==> config.mk <==
export PLATFORM = sky130hd
export DESIGN_NAME = regbank_bist_flat
export DESIGN_NICKNAME = d
export VERILOG_FILES = /design/src/rtl/regbank_bist_if.sv /design/src/rtl/regbank_bist.sv /design/src/flat_wrapper.sv
export SDC_FILE = /design/constraint.sdc
export NUM_CORES = 1
export LEC_CHECK = 0
export ABC_AREA = 1
export CORE_MARGIN = 5
export CORE_UTILIZATION = 60
export CTS_CLUSTER_SIZE = 20
export DETAILED_ROUTE_END_ITERATION = 7
export GPL_ROUTABILITY_DRIVEN = 0
export MAX_ROUTING_LAYER = met4
export PLACE_DENSITY_LB_ADDON = 0.05
export SYNTH_ARGS = -nofsm -noshare
export SYNTH_HDL_FRONTEND = slang
export SYNTH_SLANG_ARGS = --single-unit
==> constraint.sdc <==
create_clock -name clk -period 9.9 [get_ports clk]
set_clock_uncertainty 0.05 [all_clocks]
set_input_delay 1.485 -clock clk [delete_from_list [all_inputs] [get_ports clk]]
set_output_delay 1.485 -clock clk [all_outputs]
set_load 0.03 [all_outputs]
==> src/rtl/regbank_bist_if.sv <==
// rtl/regbank_bist_if.sv - register bank write/read port bundle between BIST engine and bank
interface regbank_bist_if #(
    parameter int DW = 32,
    parameter int AW = 5
);
    logic [AW-1:0] dr;
    logic [DW-1:0] wrdata;
    logic          write;
    logic [AW-1:0] sr1;
    logic [AW-1:0] sr2;
    logic [DW-1:0] rdData1;
    logic [DW-1:0] rdData2;

    modport master (
        output dr, wrdata, write, sr1, sr2,
        input  rdData1, rdData2
    );

    modport slave (
        input  dr, wrdata, write, sr1, sr2,
        output rdData1, rdData2
    );
endinterface

==> src/rtl/regbank_bist.sv <==
// rtl/regbank_bist.sv - register bank BIST: writes step*k to every register, reads back in pairs
// Optional REGBANK_BIST_INV_PASS_EN adds a second pass with the inverted pattern.
module regbank_bist #(
    parameter int DW = 32,
    parameter int AW = 5
) (
    input  logic                 clk,
    input  logic                 reset,
    input  logic                 start,
    input  logic [DW-1:0]        step,
    regbank_bist_if.master       bank,
    output logic                 busy,
    output logic                 done,
    output logic                 pass,
    output logic [7:0]           err_count,
    output logic [AW-1:0]        fail_addr
);
    typedef enum logic [1:0] {IDLE, WRITE, READ, FINISH} state_t;

    localparam logic [AW-1:0] LAST = '1;

    state_t        state;
    logic [DW-1:0] step_q;
    logic [DW-1:0] p1;
`ifdef REGBANK_BIST_INV_PASS_EN
    logic          inv;
`else
    localparam logic inv = 1'b0;
`endif

    logic [DW-1:0] p2;
    logic [DW-1:0] e1;
    logic [DW-1:0] e2;
    logic          m1;
    logic          m2;
    logic [8:0]    err_sum;
    logic [7:0]    err_next;

    // p1 tracks step*sr1; sr2 wraps to register 0 on the last pair, whose pattern is 0
    always_comb begin
        p2       = (bank.sr1 == LAST) ? '0 : p1 + step_q;
        e1       = inv ? ~p1 : p1;
        e2       = inv ? ~p2 : p2;
        m1       = (bank.rdData1 != e1);
        m2       = (bank.rdData2 != e2);
        err_sum  = {1'b0, err_count} + {8'd0, m1} + {8'd0, m2};
        err_next = err_sum[8] ? 8'hFF : err_sum[7:0];
    end

    always_ff @(posedge clk) begin
        if (reset) begin
            state       <= IDLE;
            step_q      <= '0;
            p1          <= '0;
            bank.dr     <= '0;
            bank.wrdata <= '0;
            bank.write  <= 1'b0;
            bank.sr1    <= '0;
            bank.sr2    <= '0;
            busy        <= 1'b0;
            done        <= 1'b0;
            pass        <= 1'b0;
            err_count   <= '0;
            fail_addr   <= '0;
`ifdef REGBANK_BIST_INV_PASS_EN
            inv         <= 1'b0;
`endif
        end else begin
            case (state)
                IDLE: begin
                    if (start) begin
                        step_q      <= step;
                        err_count   <= '0;
                        pass        <= 1'b0;
                        fail_addr   <= '0;
                        busy        <= 1'b1;
                        bank.write  <= 1'b1;
                        bank.dr     <= '0;
                        bank.wrdata <= '0;
                        state       <= WRITE;
`ifdef REGBANK_BIST_INV_PASS_EN
                        inv         <= 1'b0;
`endif
                    end
                end
                WRITE: begin
                    if (bank.dr == LAST) begin
                        bank.write <= 1'b0;
                        bank.dr    <= '0;
                        bank.sr1   <= '0;
                        bank.sr2   <= AW'(1);
                        p1         <= '0;
                        state      <= READ;
                    end else begin
                        bank.dr     <= bank.dr + AW'(1);
                        // ~(p + step) == ~p - step, so the inverted pattern also accumulates
                        bank.wrdata <= inv ? bank.wrdata - step_q : bank.wrdata + step_q;
                    end
                end
                READ: begin
                    if (m1 || m2) begin
                        err_count <= err_next;
                        if (err_count == 8'd0)
                            fail_addr <= m1 ? bank.sr1 : bank.sr2;
                    end
                    if (bank.sr1 == LAST) begin
                        state    <= FINISH;
                        busy     <= 1'b0;
                        done     <= 1'b1;
                        pass     <= (err_next == 8'd0);
                        bank.sr1 <= '0;
                        bank.sr2 <= '0;
`ifdef REGBANK_BIST_INV_PASS_EN
                        if (!inv) begin
                            inv         <= 1'b1;
                            state       <= WRITE;
                            busy        <= 1'b1;
                            done        <= 1'b0;
                            pass        <= 1'b0;
                            bank.write  <= 1'b1;
                            bank.dr     <= '0;
                            bank.wrdata <= '1;
                        end
`endif
                    end else begin
                        bank.sr1 <= bank.sr1 + AW'(1);
                        bank.sr2 <= bank.sr2 + AW'(1);
                        p1       <= p1 + step_q;
                    end
                end
                FINISH: begin
                    done  <= 1'b0;
                    state <= IDLE;
                end
                default: state <= IDLE;
            endcase
        end
    end
endmodule

==> src/flat_wrapper.sv <==
// flat-port wrapper written by rule: the top's interface ports become plain ports
module regbank_bist_flat 
#(
    parameter int DW = 32,
    parameter int AW = 5
)
  (clk, reset, start, step, busy, done, pass, err_count, fail_addr, bank_dr, bank_wrdata, bank_write, bank_sr1, bank_sr2, bank_rdData1, bank_rdData2);
  regbank_bist_if #(.DW(DW), .AW(AW)) bank_i ();
  input  logic clk;
  input  logic reset;
  input  logic start;
  input  logic [DW-1:0] step;
  output logic busy;
  output logic done;
  output logic pass;
  output logic [7:0] err_count;
  output logic [AW-1:0] fail_addr;
  output wire logic [$bits(bank_i.dr)-1:0] bank_dr;
  output wire logic [$bits(bank_i.wrdata)-1:0] bank_wrdata;
  output wire logic [$bits(bank_i.write)-1:0] bank_write;
  output wire logic [$bits(bank_i.sr1)-1:0] bank_sr1;
  output wire logic [$bits(bank_i.sr2)-1:0] bank_sr2;
  input wire logic [$bits(bank_i.rdData1)-1:0] bank_rdData1;
  input wire logic [$bits(bank_i.rdData2)-1:0] bank_rdData2;
  assign bank_dr = bank_i.dr;
  assign bank_wrdata = bank_i.wrdata;
  assign bank_write = bank_i.write;
  assign bank_sr1 = bank_i.sr1;
  assign bank_sr2 = bank_i.sr2;
  assign bank_i.rdData1 = bank_rdData1;
  assign bank_i.rdData2 = bank_rdData2;
  regbank_bist #(.DW(DW), .AW(AW)) u_core (.clk(clk), .reset(reset), .start(start), .step(step), .bank(bank_i), .busy(busy), .done(done), .pass(pass), .err_count(err_count), .fail_addr(fail_addr));
endmodule
Word-level counts from Yosys, hierarchy flattened:

Index checks and enable logic that the tools add are counted.

* bits of input ports: 99
* logic and storage cells: 91
* bits in registers: 130
* output and inout port bits: 64

* reductions and logical operators: 19
* add/subtract/negate cells: 7
* equal/unequal tests: 14
* muxes and demuxes: 38

Operators by type and width (number)
* two-way mux 32 bit: 5
* one-hot mux 32 bit (2 select lines): 2
* adder 32 bit: 2
* inequality test 32 bit: 2
* two-way mux 5 bit: 9
* one-hot mux 5 bit (2 select lines): 4
* two-way mux 8 bit: 3
* AND reduction 3 bit: 6
* zero test 8 bit: 2
* one-hot mux 8 bit (2 select lines): 1
* adder 5 x 1 -> 5 bit (second input constant): 3
* == test 5 bit (second input constant): 2
* adder 8 x 1 -> 9 bit: 1
* adder 9 x 1 -> 9 bit: 1
* inequality test 2 x 1 -> 1 bit (second input constant): 4
* one-hot mux 1 bit (2 select lines): 4
* one-hot mux 2 bit (4 select lines): 1
* AND reduction 2 bit: 4
* nonzero test 2 bit: 4
* two-way mux 1 bit: 6
* two-way mux 2 bit: 3
* inequality test 2 bit (second input constant): 3
* == test 2 bit (second input constant): 2
* AND reduction 4 bit: 1
* 3 further kinds: 3

Depth between registers and ports, before layout:

* depth after elaboration: 8
* depth in mapped cells: 31

Worst setup path before layout:

OpenSTA, ideal clock, no wires.

* path type: input-to-reg
* start: input port bank_rdData2[1]
* end: register u_core.pass
* library setup time: 0.070 ns
* stages: 15
* setup slack: 5.811 ns
* data arrival time: 3.968 ns
* buffers on the path: 0
* required time: 9.780 ns
* cell sequence: xnor2_1 -> nor2_1 -> nand3_1 -> nor3b_1 -> nand3_1 -> nor3_4 -> nand3_1 -> fa_1 -> ha_1 -> nor4_1 -> nand3_1 -> nor2_1 -> nand2_1 -> or3_1 -> a21oi_1

* longest elaborated chain between the ends: 6

Ends and longest elaborated chain
* from (decl): line flat_wrapper.sv:24 `input wire logic [$bits(bank_i.rdData2)-1:0] bank_rdData2;`
* inequality test 32 bit: line regbank_bist.sv:45 `m2 = (bank.rdData2 != e2);`
* adder 9 x 1 -> 9 bit: line regbank_bist.sv:46 `err_sum = {1'b0, err_count} + {8'd0, m1} + {8'd0, m2};`
* two-way mux 8 bit: line regbank_bist.sv:47 `err_next = err_sum[8] ? 8'hFF : err_sum[7:0];`
* zero test 8 bit: line regbank_bist.sv:110 `pass <= (err_next == 8'd0);`
* two-way mux 1 bit: line regbank_bist.sv:106 `if (bank.sr1 == LAST) begin`
* one-hot mux 1 bit (2 select lines): line regbank_bist.sv:69 `case (state)`
* to (signal assigned): line regbank_bist.sv:110
* to (decl): line regbank_bist.sv:14 `output logic pass,`

No other way between the ends. The select of a mux whose other input is x is not followed.
A chain may end at the register's enable or synchronous reset.

Final worst setup path:

* start: input port bank_rdData1[22]
* end: register u_core.pass

* longest elaborated chain between the ends: 7

Ends and longest elaborated chain
* from (decl): line flat_wrapper.sv:23 `input wire logic [$bits(bank_i.rdData1)-1:0] bank_rdData1;`
* inequality test 32 bit: line regbank_bist.sv:44 `m1 = (bank.rdData1 != e1);`
* adder 8 x 1 -> 9 bit: line regbank_bist.sv:46
* adder 9 x 1 -> 9 bit: line regbank_bist.sv:46
* two-way mux 8 bit: line regbank_bist.sv:47
* zero test 8 bit: line regbank_bist.sv:110
* two-way mux 1 bit: line regbank_bist.sv:106
* one-hot mux 1 bit (2 select lines): line regbank_bist.sv:69

No other way between the ends. The select of a mux whose other input is x is not followed.

==> results_dict.tcl <==
set metrics [dict create \
    yosysUniqueCellTypes 48 \
    hpwl_mm 26.1 \
    area_growth_pct 23.0 \
    ys_warn_count 0 \
    num-nets-final 2075 \
    chipWidth_um 142 \
    period_minus_slack_ns 5.13 \
    antenna_found_initial 0 \
    syn-cell-area_um2 10500 \
    via_per_inst 5.63 \
    fillers 1464 \
    drt_iter0_drc 1180 \
    fmax_ghz 0.195 \
    pre_cts_slack_ns 4.32 \
    final_cell_area_um2 12900 \
    slew_viol_final 0 \
    finalSetupViolCount 0 \
    yosysSeqAreaShare_pct 24.8 \
    synth_edf_count 0 \
    p_leak_nw 6.32 \
    power_frac_clock_pct 26.9 \
    r2r_setup_slack_ns 5.03 \
    fin_ws_ns 4.77 \
    cp-end-kind "flip-flop" \
    synth_flop_cell "dfxtp_1" \
    grt.overflow.total 0 \
    r2r_cells 22 \
    cts_resized 0 \
    p_sw_mw 1.12 \
    final.setup.tns_ns 0 \
    rows 48 \
    clock_latency_ns 0.43 \
    path_clk_slew_ns 0.06 \
    status "finished clean" \
    wl_met1_mm 14.3 \
    ir_drop_v 0.000145 \
    power.total_mw 2.54 \
    p_sw_share_pct 44.0 \
    final_common_cell "nand2_1" \
    drive_gt1_share_pct 4.70 \
    avgRoutedWirePerCell_um 15.8 \
    tritoncts "done" \
    placed_area_um2 12300 \
    cts_max_level 4 \
    period_share_pct 51.8 \
    powerDensity_nw_per_um2 197 \
    syn_inst 1753 \
    highest_layer "met4" \
    syn_avg_cell_area_um2 5.98 \
    start_kind "primary input" \
    tightest_slew_ns 1.21 \
    r2r-end "u_core.pass" \
    finalNonFillerCells 2138 \
    hold_path.class "reg2reg" \
    dp_cells 2106 \
    dieArea_um2 20200 \
    max_cap_viol_count 0 \
    die_h_um 142 \
    io_pins 163 \
    met2WireLength_mm 15.4 \
    cts_setup_buffers 0 \
    p_int_mw 1.42 \
    comb_power_share_pct 44.0 \
    p_seq_share_pct 29.1 \
    crit_path_end "u_core.pass" \
    root_buffer "clkbuf_16" \
    dr.pass1.iters 5 \
    post-route-drc-count 0 \
    final_cell_mix "nand2_1 (549), inv_1 (249), nor2_1 (183), clkdlybuf4s50_1 (161), a21oi_1 (155)" \
    finalHoldViolCount 0 \
    start_util_pct 60.8 \
    cp.required_ns 10.20 \
    fin_util_pct 74.8 \
    path_class "in2reg" \
    fp.coreArea_um2 17200 \
    critical_path.max_fanout 12 \
    maxSlewHeadroom_pct 19.4 \
    synth_nets 1928 \
    track_usage_pct 34.2 \
    grt_max_degree 75 \
    worstSetupStartpoint "bank_rdData1[22]" \
    rsz0062_at_grt "no" \
    io_buffers 162 \
    n_antenna_cell 0 \
    grt_pass1_wl_mm 54.3 \
    arrival_ns 5.43 \
    cts_hold_buf 0 \
    numCtsBuffers 17 \
    vias 12000 \
    first_global_vias 11200 \
    clock-sinks 130 \
    ys_seq_elements 130 \
    clock_path_buffers 2 \
    route.met3.wl_mm 2.40 \
    reg2reg_from "u_core.bank.sr1[0]" \
    ant_nets 0 \
    wl_mm 33.9 \
    async_reset_ff_share_pct 0 \
    fin_hold_ws_ns 0.425 \
]
[cells in the mapped netlist (14+ instances only)]
master    count  area (um2)
nor3_1       16        80.1
ha_1         73         913
nor2_1      184         691
o21ai_0      83         415
nand4_1      32         200
dfxtp_1     130        2600
nand3_1      89         445
inv_1       250         938
nand3b_1     14         105
nand2_2      15        93.8
nand2_1     549        2060
xnor2_1      21         184
clkbuf_1     30         113
a21oi_1     155         776
[area by class of cell]
| type | count | area [um2] | share of cell area (%) |
|---|---|---|---|
| clock buffer | 17 | 425 | 3.30 |
| clock inverter | 15 | 196 | 1.52 |
| inverter | 256 | 961 | 7.45 |
| multi-input combinational | 1327 | 6770 | 52.5 |
| sequential | 130 | 2600 | 20.2 |
| tap | 225 | 282 | 2.18 |
| timing repair buffer | 168 | 1660 | 12.9 |
[cell families after synthesis]
family	Yosys count	share of synthesized area, %
AO/OA/AOI/OAI	280	14.4
XOR/XNOR	31	2.66
adder cells (fa/ha/maj)	76	9.28
buffers and inverters	296	10.8
flip-flops	130	24.8
AND/OR/NAND/NOR	940	38.1
[worst max-delay path, stage by stage]
cell and delay (ns):
clkdlybuf4s50_1 0.45, xnor2_1 0.31, nand2_1 0.09, nor4_1 0.43, nand4_1 0.60, fa_1 0.68
ha_1 0.31, nor4_1 0.30, nand3_1 0.11, nor2_1 0.10, nand2_1 0.06, or3_1 0.37
a21oi_1 0.13
[how the worst min path moves through the flow]
stage	start	endpoint	slack [ns]	cells past startpoint
after floorplan	u_core.e1[0]	u_core.e1[0]	0.41	2
after global placement	u_core.busy	u_core.busy	0.40	2
after detailed placement	u_core.pass	u_core.pass	0.41	2
after CTS	u_core.busy	u_core.busy	0.43	2
after global routing	u_core.bank.wrdata[8]	u_core.bank.wrdata[8]	0.46	2
final	u_core.busy	u_core.busy	0.42	2
[flip-flops by register name, indices dropped and copies added (netlist names), 5 cells and up]
name / flops
u_core.step_q: 32
u_core.bank.dr: 5
u_core.fail_addr: 5
u_core.bank.sr2: 5
u_core.bank.wrdata: 32
u_core.e1: 32
u_core.err_count: 8
u_core.bank.sr1: 5
[layer usage]
metal / vias up / global-route usage, %
li1: 5929 / -
met1: 5428 / 42.4
met2: 545 / 54.2
met3: 133 / 5.48
met4: 0 / 16.7
met5: - / -
[power groups by stage]
| stage | clock (mW) | sequential (mW) | combinational (mW) |
|---|---|---|---|
| after floorplan | 0 | 0.788 | 0.690 |
| after global placement | 0 | 0.742 | 1.07 |
| after detailed placement | 0 | 0.744 | 1.10 |
| after CTS | 0.680 | 0.734 | 1.11 |
| after global routing | 0.708 | 0.749 | 1.24 |
| final | 0.682 | 0.739 | 1.12 |
(Power assumes the default switching activity.)
